## src/rtl/tw_status_pkg.sv

```systemverilog
// Shared encodings for the TraceWhisperer status/trigger block: LED channel
// modes and trigger-conditioning FSM states.
package tw_status_pkg;

  typedef enum logic [1:0] {
    LED_OFF     = 2'b00,
    LED_STEADY  = 2'b01,
    LED_STRETCH = 2'b10,
    LED_HB      = 2'b11
  } led_mode_e;

  typedef enum logic {
    TRG_IDLE  = 1'b0,
    TRG_PULSE = 1'b1
  } trg_state_e;

endpackage

```

## src/rtl/tw_status_ctrl_if.sv

```systemverilog
// Control/status bundle between the TraceWhisperer top level (master) and the
// status/trigger-conditioning block (slave).
interface tw_status_ctrl_if #(
  parameter int pLEDS          = 3,
  parameter int pSTRETCH_WIDTH = 16,
  parameter int pCOUNT_WIDTH   = 16
);
  logic [pLEDS-1:0]          led_src;
  logic [2*pLEDS-1:0]        led_mode;
  logic [pSTRETCH_WIDTH-1:0] stretch_len;
  logic                      trig_in;
  logic [pSTRETCH_WIDTH-1:0] trig_min_width;
  logic                      quiet;
  logic                      count_clear;
  logic [pLEDS-1:0]          leds;
  logic                      heartbeat;
  logic                      trig_out;
  logic                      mcx_trig;
  logic [pCOUNT_WIDTH-1:0]   trig_count;

  modport master (
    output led_src, led_mode, stretch_len, trig_in, trig_min_width, quiet, count_clear,
    input  leds, heartbeat, trig_out, mcx_trig, trig_count
  );

  modport slave (
    input  led_src, led_mode, stretch_len, trig_in, trig_min_width, quiet, count_clear,
    output leds, heartbeat, trig_out, mcx_trig, trig_count
  );
endinterface

```

## src/rtl/tw_led_chan.sv

```systemverilog
// One LED channel: mode mux (off / steady / retriggerable stretch / heartbeat)
// with a registered LED drive.
module tw_led_chan
  import tw_status_pkg::*;
#(
  parameter int pSTRETCH_WIDTH = 16
) (
  input  logic                      trace_clk,
  input  logic                      reset,
  input  led_mode_e                 mode,
  input  logic                      src,
  input  logic                      hb_next,
  input  logic [pSTRETCH_WIDTH-1:0] stretch_len,
  output logic                      led
);

  localparam logic [pSTRETCH_WIDTH-1:0] STRETCH_ONE = 1;

  logic                      src_q;
  logic [pSTRETCH_WIDTH-1:0] cnt;
  logic [pSTRETCH_WIDTH-1:0] cnt_next;
  logic                      led_next;

  // The counter is only live in STRETCH mode, so any other mode clears it.
  always_comb begin
    // NOTE: defaults first so every path assigns every output and no latch is inferred.
    cnt_next = '0;
    led_next = 1'b0;
    unique case (mode)
      LED_OFF:    led_next = 1'b0;
      LED_STEADY: led_next = src;
      LED_STRETCH: begin
        if (src & ~src_q)   cnt_next = stretch_len;
        else if (cnt != '0) cnt_next = cnt - STRETCH_ONE;
        led_next = (cnt_next != '0);
      end
      LED_HB:     led_next = hb_next;
      default:    led_next = 1'b0;
    endcase
  end

  always_ff @(posedge trace_clk or posedge reset) begin
    if (reset) begin
      src_q <= 1'b0;
      cnt   <= '0;
      led   <= 1'b0;
    end else begin
      // NOTE: non-blocking assignments so all registers update from pre-edge values.
      src_q <= src;
      cnt   <= cnt_next;
      led   <= led_next;
    end
  end

endmodule

```

## src/rtl/tw_status_ctrl.sv

```systemverilog
// TraceWhisperer status block: heartbeat, per-LED mode channels, minimum-width
// trigger conditioning and a saturating trigger-event counter on trace_clk.
module tw_status_ctrl
  import tw_status_pkg::*;
#(
  parameter int pLEDS          = 3,
  parameter int pHB_WIDTH      = 23,
  parameter int pSTRETCH_WIDTH = 16,
  parameter int pCOUNT_WIDTH   = 16
) (
  input  logic            trace_clk,
  input  logic            reset,
  tw_status_ctrl_if.slave bus
);

  localparam logic [pHB_WIDTH-1:0]      HB_ONE  = 1;
  localparam logic [pSTRETCH_WIDTH-1:0] W_ONE   = 1;
  localparam logic [pCOUNT_WIDTH-1:0]   CNT_ONE = 1;
  localparam logic [pCOUNT_WIDTH-1:0]   CNT_MAX = '1;

  logic                      trig_in_q;
  logic                      trig_rise;
  logic                      freeze;
  logic [pHB_WIDTH-1:0]      hb_cnt;
  logic [pHB_WIDTH-1:0]      hb_next;
  logic                      heartbeat_q;
  trg_state_e                state;
  logic [pSTRETCH_WIDTH-1:0] wcnt;
  logic                      trig_out_q;
  logic [pCOUNT_WIDTH-1:0]   trig_count_q;
  logic [pLEDS-1:0]          leds_q;

  assign trig_rise = bus.trig_in & ~trig_in_q;
  // Heartbeat is frozen while a conditioned trigger is out to keep capture quiet.
  assign freeze    = bus.quiet & trig_out_q;
  assign hb_next   = freeze ? hb_cnt : hb_cnt + HB_ONE;

  always_ff @(posedge trace_clk or posedge reset) begin
    if (reset) begin
      trig_in_q    <= 1'b0;
      hb_cnt       <= '0;
      heartbeat_q  <= 1'b0;
      trig_count_q <= '0;
    end else begin
      trig_in_q   <= bus.trig_in;
      hb_cnt      <= hb_next;
      heartbeat_q <= hb_next[pHB_WIDTH-1];
      if (bus.count_clear)
        trig_count_q <= '0;
      else if (trig_rise && trig_count_q != CNT_MAX)
        trig_count_q <= trig_count_q + CNT_ONE;
    end
  end

  // Trigger conditioning: passthrough when min width is 0, otherwise a
  // non-retriggerable pulse stretched to at least trig_min_width cycles.
  always_ff @(posedge trace_clk or posedge reset) begin
    if (reset) begin
      state      <= TRG_IDLE;
      wcnt       <= '0;
      trig_out_q <= 1'b0;
    end else begin
      unique case (state)
        TRG_IDLE: begin
          if (bus.trig_min_width == '0) begin
            trig_out_q <= bus.trig_in;
          end else if (trig_rise) begin
            state      <= TRG_PULSE;
            trig_out_q <= 1'b1;
            wcnt       <= bus.trig_min_width - W_ONE;
          end else begin
            trig_out_q <= 1'b0;
          end
        end
        TRG_PULSE: begin
          if (wcnt != '0) begin
            wcnt <= wcnt - W_ONE;
          end else if (!bus.trig_in) begin
            state      <= TRG_IDLE;
            trig_out_q <= 1'b0;
          end
        end
        default: begin
          state      <= TRG_IDLE;
          trig_out_q <= 1'b0;
        end
      endcase
    end
  end

  for (genvar i = 0; i < pLEDS; i++) begin : g_led
    tw_led_chan #(
      .pSTRETCH_WIDTH(pSTRETCH_WIDTH)
    ) u_led_chan (
      .trace_clk  (trace_clk),
      .reset      (reset),
      .mode       (led_mode_e'(bus.led_mode[2*i +: 2])),
      .src        (bus.led_src[i]),
      .hb_next    (hb_next[pHB_WIDTH-1]),
      .stretch_len(bus.stretch_len),
      .led        (leds_q[i])
    );
  end

  assign bus.leds       = leds_q;
  assign bus.heartbeat  = heartbeat_q;
  assign bus.trig_out   = trig_out_q;
  assign bus.mcx_trig   = trig_out_q;
  assign bus.trig_count = trig_count_q;

endmodule

```

## src/flat_wrapper.sv

```systemverilog
// flat-port wrapper written by rule: the top's interface ports become plain ports
module tw_status_ctrl_flat import tw_status_pkg::*;
#(
  parameter int pLEDS          = 3,
  parameter int pHB_WIDTH      = 23,
  parameter int pSTRETCH_WIDTH = 16,
  parameter int pCOUNT_WIDTH   = 16
)
  (trace_clk, reset, bus_led_src, bus_led_mode, bus_stretch_len, bus_trig_in, bus_trig_min_width, bus_quiet, bus_count_clear, bus_leds, bus_heartbeat, bus_trig_out, bus_mcx_trig, bus_trig_count);
  tw_status_ctrl_if #(.pLEDS(pLEDS), .pSTRETCH_WIDTH(pSTRETCH_WIDTH), .pCOUNT_WIDTH(pCOUNT_WIDTH)) bus_i ();
  input  logic trace_clk;
  input  logic reset;
  input wire logic [$bits(bus_i.led_src)-1:0] bus_led_src;
  input wire logic [$bits(bus_i.led_mode)-1:0] bus_led_mode;
  input wire logic [$bits(bus_i.stretch_len)-1:0] bus_stretch_len;
  input wire logic [$bits(bus_i.trig_in)-1:0] bus_trig_in;
  input wire logic [$bits(bus_i.trig_min_width)-1:0] bus_trig_min_width;
  input wire logic [$bits(bus_i.quiet)-1:0] bus_quiet;
  input wire logic [$bits(bus_i.count_clear)-1:0] bus_count_clear;
  output wire logic [$bits(bus_i.leds)-1:0] bus_leds;
  output wire logic [$bits(bus_i.heartbeat)-1:0] bus_heartbeat;
  output wire logic [$bits(bus_i.trig_out)-1:0] bus_trig_out;
  output wire logic [$bits(bus_i.mcx_trig)-1:0] bus_mcx_trig;
  output wire logic [$bits(bus_i.trig_count)-1:0] bus_trig_count;
  assign bus_i.led_src = bus_led_src;
  assign bus_i.led_mode = bus_led_mode;
  assign bus_i.stretch_len = bus_stretch_len;
  assign bus_i.trig_in = bus_trig_in;
  assign bus_i.trig_min_width = bus_trig_min_width;
  assign bus_i.quiet = bus_quiet;
  assign bus_i.count_clear = bus_count_clear;
  assign bus_leds = bus_i.leds;
  assign bus_heartbeat = bus_i.heartbeat;
  assign bus_trig_out = bus_i.trig_out;
  assign bus_mcx_trig = bus_i.mcx_trig;
  assign bus_trig_count = bus_i.trig_count;
  tw_status_ctrl #(.pLEDS(pLEDS), .pHB_WIDTH(pHB_WIDTH), .pSTRETCH_WIDTH(pSTRETCH_WIDTH), .pCOUNT_WIDTH(pCOUNT_WIDTH)) u_core (.trace_clk(trace_clk), .reset(reset), .bus(bus_i));
endmodule
```

## config.mk

```make
export PLATFORM = sky130hd
export DESIGN_NAME = tw_status_ctrl_flat
export DESIGN_NICKNAME = d
export VERILOG_FILES = /design/src/rtl/tw_status_pkg.sv /design/src/rtl/tw_status_ctrl_if.sv /design/src/rtl/tw_led_chan.sv /design/src/rtl/tw_status_ctrl.sv /design/src/flat_wrapper.sv
export SDC_FILE = /design/constraint.sdc
export NUM_CORES = 1
export LEC_CHECK = 0
export CAP_MARGIN = 25
export CORE_AREA = 3 3 109 111
export CTS_CLUSTER_DIAMETER = 40
export DETAILED_ROUTE_END_ITERATION = 7
export DIE_AREA = 0 0 112 114
export GPL_TIMING_DRIVEN = 0
export PLACE_DENSITY_LB_ADDON = 0.12
export REMOVE_ABC_BUFFERS = 1
export SLEW_MARGIN = 20
export SYNTH_ARGS = -nofsm -noshare
export SYNTH_HDL_FRONTEND = slang
export SYNTH_SLANG_ARGS = --single-unit
```

## constraint.sdc

```tcl
create_clock -name trace_clk -period 8.02 [get_ports trace_clk]
set_input_delay 1.203 -clock trace_clk [delete_from_list [all_inputs] [get_ports trace_clk]]
set_output_delay 1.203 -clock trace_clk [all_outputs]
set_load 0.02 [all_outputs]
```

======== Yosys cells after proc, flatten, opt, wreduce, memory -nomap -nowiden ========
Cells that the tools add are included.
word-level totals
  flip-flop bits (word level) ............. 112
  input port bits ......................... 46
operators by class
  reductions and logical operators ........ 15
  mux-type cells .......................... 31
  bitwise operators ....................... 10
  $add $sub $neg .......................... 7
  equality and inequality tests ........... 15
operators by type and width
  cell                     number
  $mux W16                 17
  $reduce_bool A16 Y1      7
  $sub A16 B1 Y16 const B  5
  $pmux W16 S2             1
  $add A23 B1 Y23 const B  1
  $mux W23                 1
  $add A16 B1 Y16 const B  1
  $logic_not A16 Y1        1
  $ne A16 B16 Y1 const B   1
  $eq A2 B2 Y1 const B     6
  $pmux W1 S4              3
  $ne A2 B2 Y1 const B     4
  $mux W1                  7
  $eq A2 B1 Y1 const B     3
  $logic_not A2 Y1         3
  $and A1 B1 Y1            5
  $not A1 Y1               5
  $pmux W1 S2              2
  $reduce_and A3 Y1        1
  $ne A2 B1 Y1 const B     1
  $reduce_and A2 Y1        1
  $reduce_bool A2 Y1       1
  $logic_and A1 B1 Y1      1

======== Depth between registers and ports, before layout ========
Gate-level depths: netlist of the first run.
  depth in word-level cells ............... 6
  mapped depth ............................ 11
  gate-level depth less buffers ........... 8

======== By module ========
Synthesis of the first run repeated with hierarchy kept, for this count alone.
unflattened totals
  cell total of the unflattened synthesis .. 781
  area, all modules ....................... 7108.1 µm²
modules (own cells, without submodules)
  module          cells an instance  times used  area each (µm²)
  tw_status_ctrl  385                1           3624.7
  tw_led_chan     132                3           1161.1

======== Least setup slack after synthesis of the first run ========
OpenSTA, ideal clock, no wires.
  kind .................................... register to register
  start ................................... register u_core.state
  end ..................................... register u_core.wcnt[10]
  arrival ................................. 3.203 ns
  path slack .............................. 4.713 ns
  cell stages (with the launch flop) ...... 12
  setup time .............................. 0.104 ns
  path through ............................ dfrtp_1 > buf_2 > buf_1 > buf_1 > clkbuf_1 > mux2i_1 > ha_1 > o21ai_1 > a211o_1 > a2111oi_2 > xnor2_1 > a221oi_1
on the way
  cells in the longest elaborated chain, start to end .. 3
  elaborated cells between the ends (all ways) .. 6
RTL lines
  item                                                           line                  text
  start, declared                                                tw_status_ctrl.sv:27  trg_state_e state;
  start signal, assigned                                         tw_status_ctrl.sv:59  state <= TRG_IDLE;
  start signal, assigned                                         tw_status_ctrl.sv:68  state <= TRG_PULSE;
  start signal, assigned                                         tw_status_ctrl.sv:79  state <= TRG_IDLE;
  $not A1 Y1                                                     tw_status_ctrl.sv:63  unique case (state)
  $ne A2 B1 Y1 (no source line) or $ne A2 B2 Y1 (tied branches)  n/a
  $reduce_and A3 Y1 (no source line)                             n/a
  end signal, assigned                                           tw_status_ctrl.sv:70  wcnt <= bus.trig_min_width - W_ONE;
  end signal, assigned                                           tw_status_ctrl.sv:77  wcnt <= wcnt - W_ONE;
  end, declared                                                  tw_status_ctrl.sv:28  logic [pSTRETCH_WIDTH-1:0] wcnt;
Parallel ways exist; a longest one is shown, timed or not.
A chain may end at the register's enable or synchronous reset.

======== Worst setup path after layout of the first run ========
  start ................................... input port bus_trig_min_width[5]
  end ..................................... register u_core.wcnt[11]
on the way
  cells in the longest elaborated chain, start to end .. 4
  elaborated cells between the ends (all ways) .. 7
RTL lines
  item             line                  text
  start, declared  flat_wrapper.sv:17    input wire logic [$bits(bus_i.trig_min_width)-1:0] bus_trig_min_width;
  $sub A16 B1 Y16  tw_status_ctrl.sv:70
  $mux W16         tw_status_ctrl.sv:67  end else if (trig_rise) begin
  $mux W16         tw_status_ctrl.sv:65  if (bus.trig_min_width == '0) begin
  $pmux W16 S2     tw_status_ctrl.sv:63
Parallel ways exist; a longest one is shown, timed or not. The select of a mux whose other input is x is not followed.

==> flow_results.xml, run 1 <==
<?xml version="1.0" encoding="UTF-8"?>
<metrics>
  <group name="yosys">
    <metric name="synthArstFlopShare" unit="%">100</metric>
    <metric name="yosys_warnings" unit="">0</metric>
    <metric name="synth-seq-cells" unit="">112</metric>
    <metric name="number_of_enable_type_register_cells_in_the_synthesized_netlist" unit="">0</metric>
    <metric name="avgSynthCellArea" unit="sq um">9.03</metric>
    <metric name="synth.yosys.seq_area_share" unit="%">42.3</metric>
    <metric name="synth.cell_area" unit="sq mm">0.00662</metric>
    <metric name="netlist_instances" unit="">733</metric>
    <metric name="yosys_most_used_dff" unit="">sky130_fd_sc_hd__dfrtp_1</metric>
    <metric name="synth_cell_type_count" unit="">62</metric>
  </group>
  <group name="setup_path">
    <metric name="timing.rr.end" unit="">u_core.wcnt[10]$_DFFE_PP0P_</metric>
    <metric name="critical_path_sink_type" unit="">flip-flop</metric>
    <metric name="crit_arrival" unit="ps">3890</metric>
    <metric name="critical_path.startpoint_type" unit="">input pin</metric>
    <metric name="critPathRequiredTime" unit="ps">8330</metric>
    <metric name="critical_path.startpoint" unit="">bus_trig_min_width[5]</metric>
    <metric name="r2r_slack" unit="ps">5070</metric>
    <metric name="worst_path_fanout_max" unit="">19</metric>
    <metric name="worstRegToRegCells" unit="">7</metric>
    <metric name="r2r_start" unit="">u_core.state$_DFF_PP0_</metric>
    <metric name="worst_setup_path_endpoint" unit="">u_core.wcnt[11]$_DFFE_PP0P_</metric>
    <metric name="timing_worst_setup_path_type" unit="">in2reg</metric>
  </group>
  <group name="pwr">
    <metric name="peakVddDrop" unit="V">0.000187</metric>
    <metric name="power_per_cell_area" unit="mW/mm^2">243</metric>
    <metric name="total_leakage_power" unit="nW">3.12</metric>
  </group>
  <group name="floorplanning">
    <metric name="die_w" unit="um">112</metric>
    <metric name="initial_util" unit="%">60.8</metric>
    <metric name="io_pins" unit="">68</metric>
    <metric name="design.core.area" unit="sq mm">0.0109</metric>
    <metric name="area_of_the_die" unit="sq mm">0.0128</metric>
    <metric name="dieHeight" unit="um">114</metric>
    <metric name="std_cell_rows" unit="">38</metric>
  </group>
  <group name="route">
    <metric name="antenna_left" unit="">0</metric>
    <metric name="detailedRoute.firstPassIterationCount" unit="">5</metric>
    <metric name="routed_via_density" unit="">6.36</metric>
    <metric name="dr_total_vias" unit="">5910</metric>
    <metric name="drt_iter0_drc" unit="">448</metric>
    <metric name="drcViolationCount" unit="">0</metric>
    <metric name="postRouteWirelength" unit="um">16400</metric>
    <metric name="dr_wl_cell" unit="um">17.7</metric>
  </group>
  <group name="clock_tree">
    <metric name="cts_tree" unit="">yes</metric>
    <metric name="postCtsSetupBuffers" unit="">0</metric>
    <metric name="cts_hold_buf" unit="">0</metric>
    <metric name="clk_latency" unit="ps">400</metric>
    <metric name="cts-root-buf" unit="">sky130_fd_sc_hd__clkbuf_8</metric>
    <metric name="clkSinkCount" unit="">112</metric>
    <metric name="cts.htree.levels" unit="">3</metric>
    <metric name="tritoncts.num_buffers" unit="">9</metric>
    <metric name="worst_setup_hold_path_clk_slew" unit="ps">110</metric>
    <metric name="post_cts_resize_count" unit="">0</metric>
    <metric name="cts_buffer_depth" unit="">2</metric>
  </group>
  <group name="final_layout">
    <metric name="commonest_non_fill_non_tap_cell_in_the_layout" unit="">sky130_fd_sc_hd__dfrtp_1</metric>
    <metric name="antenna_cells" unit="">0</metric>
    <metric name="drive_gt1_share" unit="%">5.58</metric>
    <metric name="nets" unit="">836</metric>
    <metric name="final_cell_mix" unit="">sky130_fd_sc_hd__dfrtp_1 (111), sky130_fd_sc_hd__nor2_1 (104), sky130_fd_sc_hd__clkdlybuf4s50_1 (67), sky130_fd_sc_hd__nand2_1 (53), sky130_fd_sc_hd__xor2_1 (48)</metric>
    <metric name="layout-area-overhead-vs-synth" unit="%">15.0</metric>
  </group>
  <group name="sta">
    <metric name="timing.hold.ws" unit="ps">469</metric>
    <metric name="final.setup_skew" unit="ps">16.1</metric>
    <metric name="final-setup-viol-count" unit="">0</metric>
    <metric name="final_period_minus_worst_setup_slack" unit="ps">3590</metric>
    <metric name="max_slew.worst_pin.slew" unit="ps">841</metric>
    <metric name="slew-limit-headroom" unit="%">43.4</metric>
    <metric name="unrepaired_setup_endpoints_after_global_routing" unit="">no</metric>
    <metric name="finalCritPeriodShare" unit="%">44.7</metric>
    <metric name="clock.fmax" unit="MHz">279</metric>
    <metric name="fin_tns_setup" unit="ps">0</metric>
    <metric name="final_hold_viol_count" unit="">0</metric>
    <metric name="final-max-slew-violation-count" unit="">0</metric>
  </group>
  <group name="outcome">
    <metric name="run_status" unit="">completed</metric>
  </group>
  <group name="grt">
    <metric name="global_route_wire_length_before_repair" unit="um">27600</metric>
    <metric name="largest_net_degree_at_the_start_of_global_routing" unit="">69</metric>
    <metric name="first_global_vias" unit="">5725</metric>
    <metric name="grt_overflow" unit="">0</metric>
    <metric name="grt_use_total" unit="%">26.4</metric>
    <metric name="antenna_violations_before_repair" unit="">0</metric>
  </group>
  <group name="hold_path">
    <metric name="timing.hold.worst.class" unit="">reg2reg</metric>
  </group>
  <group name="placement">
    <metric name="dp.final_hpwl" unit="um">11500</metric>
    <metric name="place.gp.congestion" unit="">0.872</metric>
    <metric name="io_buffer_count" unit="">67</metric>
  </group>
  <group name="job">
    <metric name="cap_violations" unit="">0</metric>
  </group>
</metrics>
[registers in the layout (all words and copies together), names as in the netlist]
signal and flops:
u_core.g_led.u_led_chan.cnt 48, u_core.g_led.u_led_chan.src_q 3, u_core.hb_cnt 23, u_core.wcnt 16, u_core.state 1, u_core.trig_in_q 1, u_core.bus.trig_count 16, u_core.bus.mcx_trig 1
u_core.g_led.u_led_chan.led 3
[layout make-up]
cell class / instances / area (sq um)
multi-input combinational: 578 / 3640
fill: 896 / 3280
sequential: 112 / 2800
timing repair buffer: 70 / 711
tap: 140 / 175
clock buffer: 10 / 128
clock inverter: 6 / 96.3
inverter: 13 / 53.8
[layer usage]
metal,share of wire [%],wire [um],up-vias,GRT usage (%)
met1,42,6850,2873,33.4
met4,2.4,388,0,9.38
li1,-,-,2770,-
met5,0,0,-,0
met2,49,8040,235,44.6
met3,6.9,1130,32,6.47
[report_power, final]
| part | internal, mW | switching, mW | total (mW) |
|---|---|---|---|
| combinational | 0.314 | 0.363 | 0.677 |
| clock | 0.181 | 0.205 | 0.385 |
| sequential | 0.658 | 0.129 | 0.787 |
[worst max-delay path, cell delays in order]
cell	delay, ps
sky130_fd_sc_hd__clkdlybuf4s50_1	470
sky130_fd_sc_hd__or4_1	540
sky130_fd_sc_hd__nor4_1	440
sky130_fd_sc_hd__a21oi_2	310
sky130_fd_sc_hd__a21o_1	460
sky130_fd_sc_hd__a21o_1	250
sky130_fd_sc_hd__a221oi_1	230
[how the worst min path moves through the flow]
stage | from | end | depth (start not counted)
2_1_floorplan | u_core.hb_cnt[10]$_DFFE_PP0N_ | u_core.hb_cnt[10]$_DFFE_PP0N_ | 1
3_3_place_gp | u_core.hb_cnt[10]$_DFFE_PP0N_ | u_core.hb_cnt[10]$_DFFE_PP0N_ | 1
3_5_place_dp | u_core.hb_cnt[10]$_DFFE_PP0N_ | u_core.hb_cnt[10]$_DFFE_PP0N_ | 1
4_1_cts | u_core.hb_cnt[10]$_DFFE_PP0N_ | u_core.hb_cnt[10]$_DFFE_PP0N_ | 1
5_1_grt | u_core.hb_cnt[10]$_DFFE_PP0N_ | u_core.hb_cnt[10]$_DFFE_PP0N_ | 1
6_report | u_core.hb_cnt[10]$_DFFE_PP0N_ | u_core.hb_cnt[10]$_DFFE_PP0N_ | 1
[cells in the mapped netlist (all sizes together) (14+ instances only)]
library cell / instances / area [sq um]
nand2: 53 / 199
nor2: 104 / 390
nor2b: 16 / 100
nand3: 19 / 95.1
or4: 14 / 114
xnor2: 37 / 324
nor3: 28 / 140
dfrtp: 112 / 2800
a22oi: 24 / 180
xor2: 48 / 420
clkbuf: 19 / 71.3
o21ai: 17 / 85.1
a21oi: 26 / 130
nand4: 22 / 138
nor4: 28 / 175
[metrics by stage]
| step | std cells | utilization [%] | setup slack, ps | power, mW | cell area [sq um] |
|---|---|---|---|---|---|
| 4_1_cts | 928 | 69.8 | 4470 | 1.85 | 7600 |
| 2_1_floorplan | 703 | - | 3860 | 1.28 | 6480 |
| 5_1_grt | 929 | 69.9 | 4340 | 1.98 | 7610 |
| 6_report | 929 | 69.9 | 4430 | 1.85 | 7610 |
| 3_3_place_gp | 910 | 67.3 | 2250 | 1.44 | 7330 |
| 3_5_place_dp | 912 | 67.7 | 4020 | 1.46 | 7370 |
[cells by family after synthesis]
| group | Yosys count | share of synthesized area, % |
|---|---|---|
| compound gates | 138 | 14.7 |
| xor+xnor | 85 | 11.2 |
| fa+ha+maj | 6 | 1.13 |
| buf+inv | 43 | 2.82 |
| flops | 112 | 42.3 |
| mux | 8 | 1.27 |
| simple gates | 341 | 26.5 |
Note: power is estimated with default switching activity, not from simulation.
==> inputs of run 2 (changes only) <==
--- a/config.mk
+++ b/config.mk
@@ -6,10 +6,10 @@
 export NUM_CORES = 1
 export LEC_CHECK = 0
 export CAP_MARGIN = 25
-export CORE_AREA = 3 3 109 111
+export CORE_AREA = 3 3 117 119
 export CTS_CLUSTER_DIAMETER = 40
 export DETAILED_ROUTE_END_ITERATION = 7
-export DIE_AREA = 0 0 112 114
+export DIE_AREA = 0 0 120 122
 export GPL_TIMING_DRIVEN = 0
 export PLACE_DENSITY_LB_ADDON = 0.12
 export REMOVE_ABC_BUFFERS = 1
==> constraint.sdc (replaced) <==
create_clock -name trace_clk -period 3 [get_ports trace_clk]
set_input_delay 0.45 -clock trace_clk [delete_from_list [all_inputs] [get_ports trace_clk]]
set_output_delay 0.45 -clock trace_clk [all_outputs]
set_load 0.02 [all_outputs]
==> run 2 against run 1 <==
Sequential share of layout area fell by 0.54 points. Register-to-register slack got worse by 4900 ps. Final area rose by 1.6%. Largest cell class unchanged.
==> flow_results.xml, run 2 (synthesized netlist as in run 1, its figures left out) <==
<?xml version="1.0" encoding="UTF-8"?>
<metrics>
  <group name="outcome">
    <metric name="run_status" unit="">completed</metric>
  </group>
  <group name="placement">
    <metric name="dp.final_hpwl" unit="um">11600</metric>
    <metric name="placed_cell_area" unit="sq mm">0.00741</metric>
    <metric name="place.gp.congestion" unit="">0.935</metric>
    <metric name="io_buffer_count" unit="">67</metric>
  </group>
  <group name="sta">
    <metric name="final-max-slew-violation-count" unit="">0</metric>
    <metric name="timing.hold.ws" unit="ps">477</metric>
    <metric name="final-setup-viol-count" unit="">0</metric>
    <metric name="clock.fmax" unit="MHz">358</metric>
    <metric name="final.setup_skew" unit="ps">10.2</metric>
    <metric name="final_hold_viol_count" unit="">0</metric>
    <metric name="finalCritPeriodShare" unit="%">93.1</metric>
    <metric name="final_period_minus_worst_setup_slack" unit="ps">2790</metric>
    <metric name="max_slew.worst_pin.slew" unit="ps">815</metric>
    <metric name="slew-limit-headroom" unit="%">45.4</metric>
    <metric name="unrepaired_setup_endpoints_after_global_routing" unit="">yes</metric>
  </group>
  <group name="final_layout">
    <metric name="drive_gt1_share" unit="%">5.58</metric>
    <metric name="layout-area-overhead-vs-synth" unit="%">16.8</metric>
    <metric name="largest_register_ffs" unit="">48</metric>
    <metric name="multi_input_area" unit="sq mm">0.00366</metric>
    <metric name="final_cell_mix" unit="">sky130_fd_sc_hd__dfrtp_1 (111), sky130_fd_sc_hd__nor2_1 (104), sky130_fd_sc_hd__clkdlybuf4s50_1 (67), sky130_fd_sc_hd__nand2_1 (53), sky130_fd_sc_hd__xor2_1 (48)</metric>
    <metric name="top_register" unit="">u_core.g_led.u_led_chan.cnt</metric>
    <metric name="register_area" unit="sq mm">0.00281</metric>
    <metric name="top_regs" unit="">u_core.g_led.u_led_chan.cnt (48), u_core.hb_cnt (23)</metric>
    <metric name="antenna_cells" unit="">0</metric>
    <metric name="nets" unit="">836</metric>
    <metric name="commonest_non_fill_non_tap_cell_in_the_layout" unit="">sky130_fd_sc_hd__dfrtp_1</metric>
    <metric name="n_fill_cell" unit="">1118</metric>
    <metric name="design_area" unit="sq mm">0.00773</metric>
  </group>
  <group name="route">
    <metric name="postRouteWirelength" unit="um">16500</metric>
    <metric name="dr_wl_cell" unit="um">17.1</metric>
    <metric name="detailedRoute.firstPassIterationCount" unit="">5</metric>
    <metric name="antenna_left" unit="">0</metric>
    <metric name="drcViolationCount" unit="">0</metric>
    <metric name="met1Wirelength" unit="um">7040</metric>
    <metric name="met2RoutedLength" unit="um">8230</metric>
    <metric name="dr_total_vias" unit="">5780</metric>
    <metric name="dr.max_layer_used" unit="">met4</metric>
    <metric name="dr_wl_met3" unit="um">887</metric>
    <metric name="routed_via_density" unit="">6.01</metric>
    <metric name="drt_iter0_drc" unit="">468</metric>
  </group>
  <group name="floorplanning">
    <metric name="design.core.area" unit="sq mm">0.0127</metric>
    <metric name="die_w" unit="um">120</metric>
    <metric name="initial_util" unit="%">52.2</metric>
    <metric name="dieHeight" unit="um">122</metric>
    <metric name="area_of_the_die" unit="sq mm">0.0146</metric>
    <metric name="std_cell_rows" unit="">41</metric>
    <metric name="io_pins" unit="">68</metric>
  </group>
  <group name="clock_tree">
    <metric name="clkSinkCount" unit="">112</metric>
    <metric name="worst_setup_hold_path_clk_slew" unit="ps">80</metric>
    <metric name="cts-root-buf" unit="">sky130_fd_sc_hd__clkbuf_16</metric>
    <metric name="cts_tree" unit="">yes</metric>
    <metric name="cts.htree.levels" unit="">3</metric>
    <metric name="clk_latency" unit="ps">360</metric>
    <metric name="tritoncts.num_buffers" unit="">9</metric>
    <metric name="postCtsSetupBuffers" unit="">0</metric>
    <metric name="cts_hold_buf" unit="">0</metric>
    <metric name="post_cts_resize_count" unit="">0</metric>
    <metric name="cts_buffer_depth" unit="">2</metric>
  </group>
  <group name="grt">
    <metric name="global_route_wire_length_before_repair" unit="um">27600</metric>
    <metric name="grt_use_total" unit="%">23.3</metric>
    <metric name="first_global_vias" unit="">5652</metric>
    <metric name="antenna_violations_before_repair" unit="">0</metric>
    <metric name="grt_overflow" unit="">0</metric>
    <metric name="largest_net_degree_at_the_start_of_global_routing" unit="">59</metric>
  </group>
  <group name="setup_path">
    <metric name="critical_path_sink_type" unit="">flip-flop</metric>
    <metric name="cpPeakStageDelay" unit="ps">720</metric>
    <metric name="critical_path.startpoint_type" unit="">flip-flop</metric>
    <metric name="worstRegToRegCells" unit="">7</metric>
    <metric name="worst_path_fanout_max" unit="">44</metric>
    <metric name="worstPathCellList" unit="">mux2i_1 -&gt; ha_1 -&gt; o21ai_1 -&gt; a211o_1 -&gt; a2111oi_2 -&gt; xnor2_1 -&gt; a221oi_1</metric>
    <metric name="crit_arrival" unit="ps">3060</metric>
    <metric name="critPathRequiredTime" unit="ps">3260</metric>
    <metric name="timing_worst_setup_path_type" unit="">reg2reg</metric>
    <metric name="worst-path-buf-inv" unit="">0</metric>
    <metric name="timing.critical_path.max_delay_family" unit="">compound AO/OA/AOI/OAI gates</metric>
    <metric name="critical-path-slowest-cell" unit="">sky130_fd_sc_hd__dfrtp_4</metric>
    <metric name="worstSetupPathDepth" unit="">7</metric>
  </group>
  <group name="pwr">
    <metric name="power_per_cell_area" unit="mW/mm^2">662</metric>
    <metric name="totalPowerFinal" unit="mW">5.12</metric>
    <metric name="peakVddDrop" unit="V">0.000364</metric>
    <metric name="total_leakage_power" unit="nW">3.15</metric>
  </group>
  <group name="hold_path">
    <metric name="timing.hold.worst.class" unit="">reg2reg</metric>
    <metric name="hold-path-cell-count" unit="">1</metric>
  </group>
  <group name="job">
    <metric name="cap_violations" unit="">0</metric>
  </group>
</metrics>
-- run 2: layout make-up --
| cell class | instances | share of cell area, % |
|---|---|---|
| tap | 172 | 2.78 |
| sequential | 112 | 36.3 |
| timing repair buffer | 70 | 9.17 |
| multi-input combinational | 578 | 47.3 |
| clock inverter | 6 | 0.793 |
| clock buffer | 10 | 2.96 |
| inverter | 13 | 0.696 |
-- run 2: final timing paths --
kind	slack, ps	from	to
min in group asynchronous	510	reset	u_core.bus.trig_count[9]$_DFFE_PP0P_
max	210	u_core.state$_DFF_PP0_	u_core.wcnt[8]$_DFFE_PP0P_
max in group asynchronous	1810	reset	u_core.g_led[1].u_led_chan.cnt[3]$_DFF_PP0_
min	480	u_core.hb_cnt[10]$_DFFE_PP0N_	u_core.hb_cnt[10]$_DFFE_PP0N_
min reg2reg	480	u_core.hb_cnt[10]$_DFFE_PP0N_	u_core.hb_cnt[10]$_DFFE_PP0N_
max reg2reg	210	u_core.state$_DFF_PP0_	u_core.wcnt[8]$_DFFE_PP0P_
-- run 2: metal layers --
layer	global-route usage [%]	vias up
met5	0	-
met4	7.52	0
met3	5.01	22
met2	39.7	180
met1	29.6	2800
li1	-	2778
-- run 2: metrics by stage --
step / std cells / setup TNS (ps) / util [%] / setup slack (ps)
3_3_place_gp: 942 / -235700 / 58.1 / -2060
5_1_grt: 961 / -28.5 / 61.0 / -20.2
3_5_place_dp: 944 / -1880 / 58.5 / -266
6_report: 961 / 0 / 61.0 / 208
4_1_cts: 960 / 0 / 60.8 / 36.0
2_1_floorplan: 703 / -45810 / - / -409
-- run 2: power by group --
group	leakage, nW	total [mW]	internal, mW	switching, mW
Clock	0.138	1.19	0.586	0.609
Sequential	1.46	2.11	1.76	0.345
Combinational	1.55	1.82	0.841	0.975
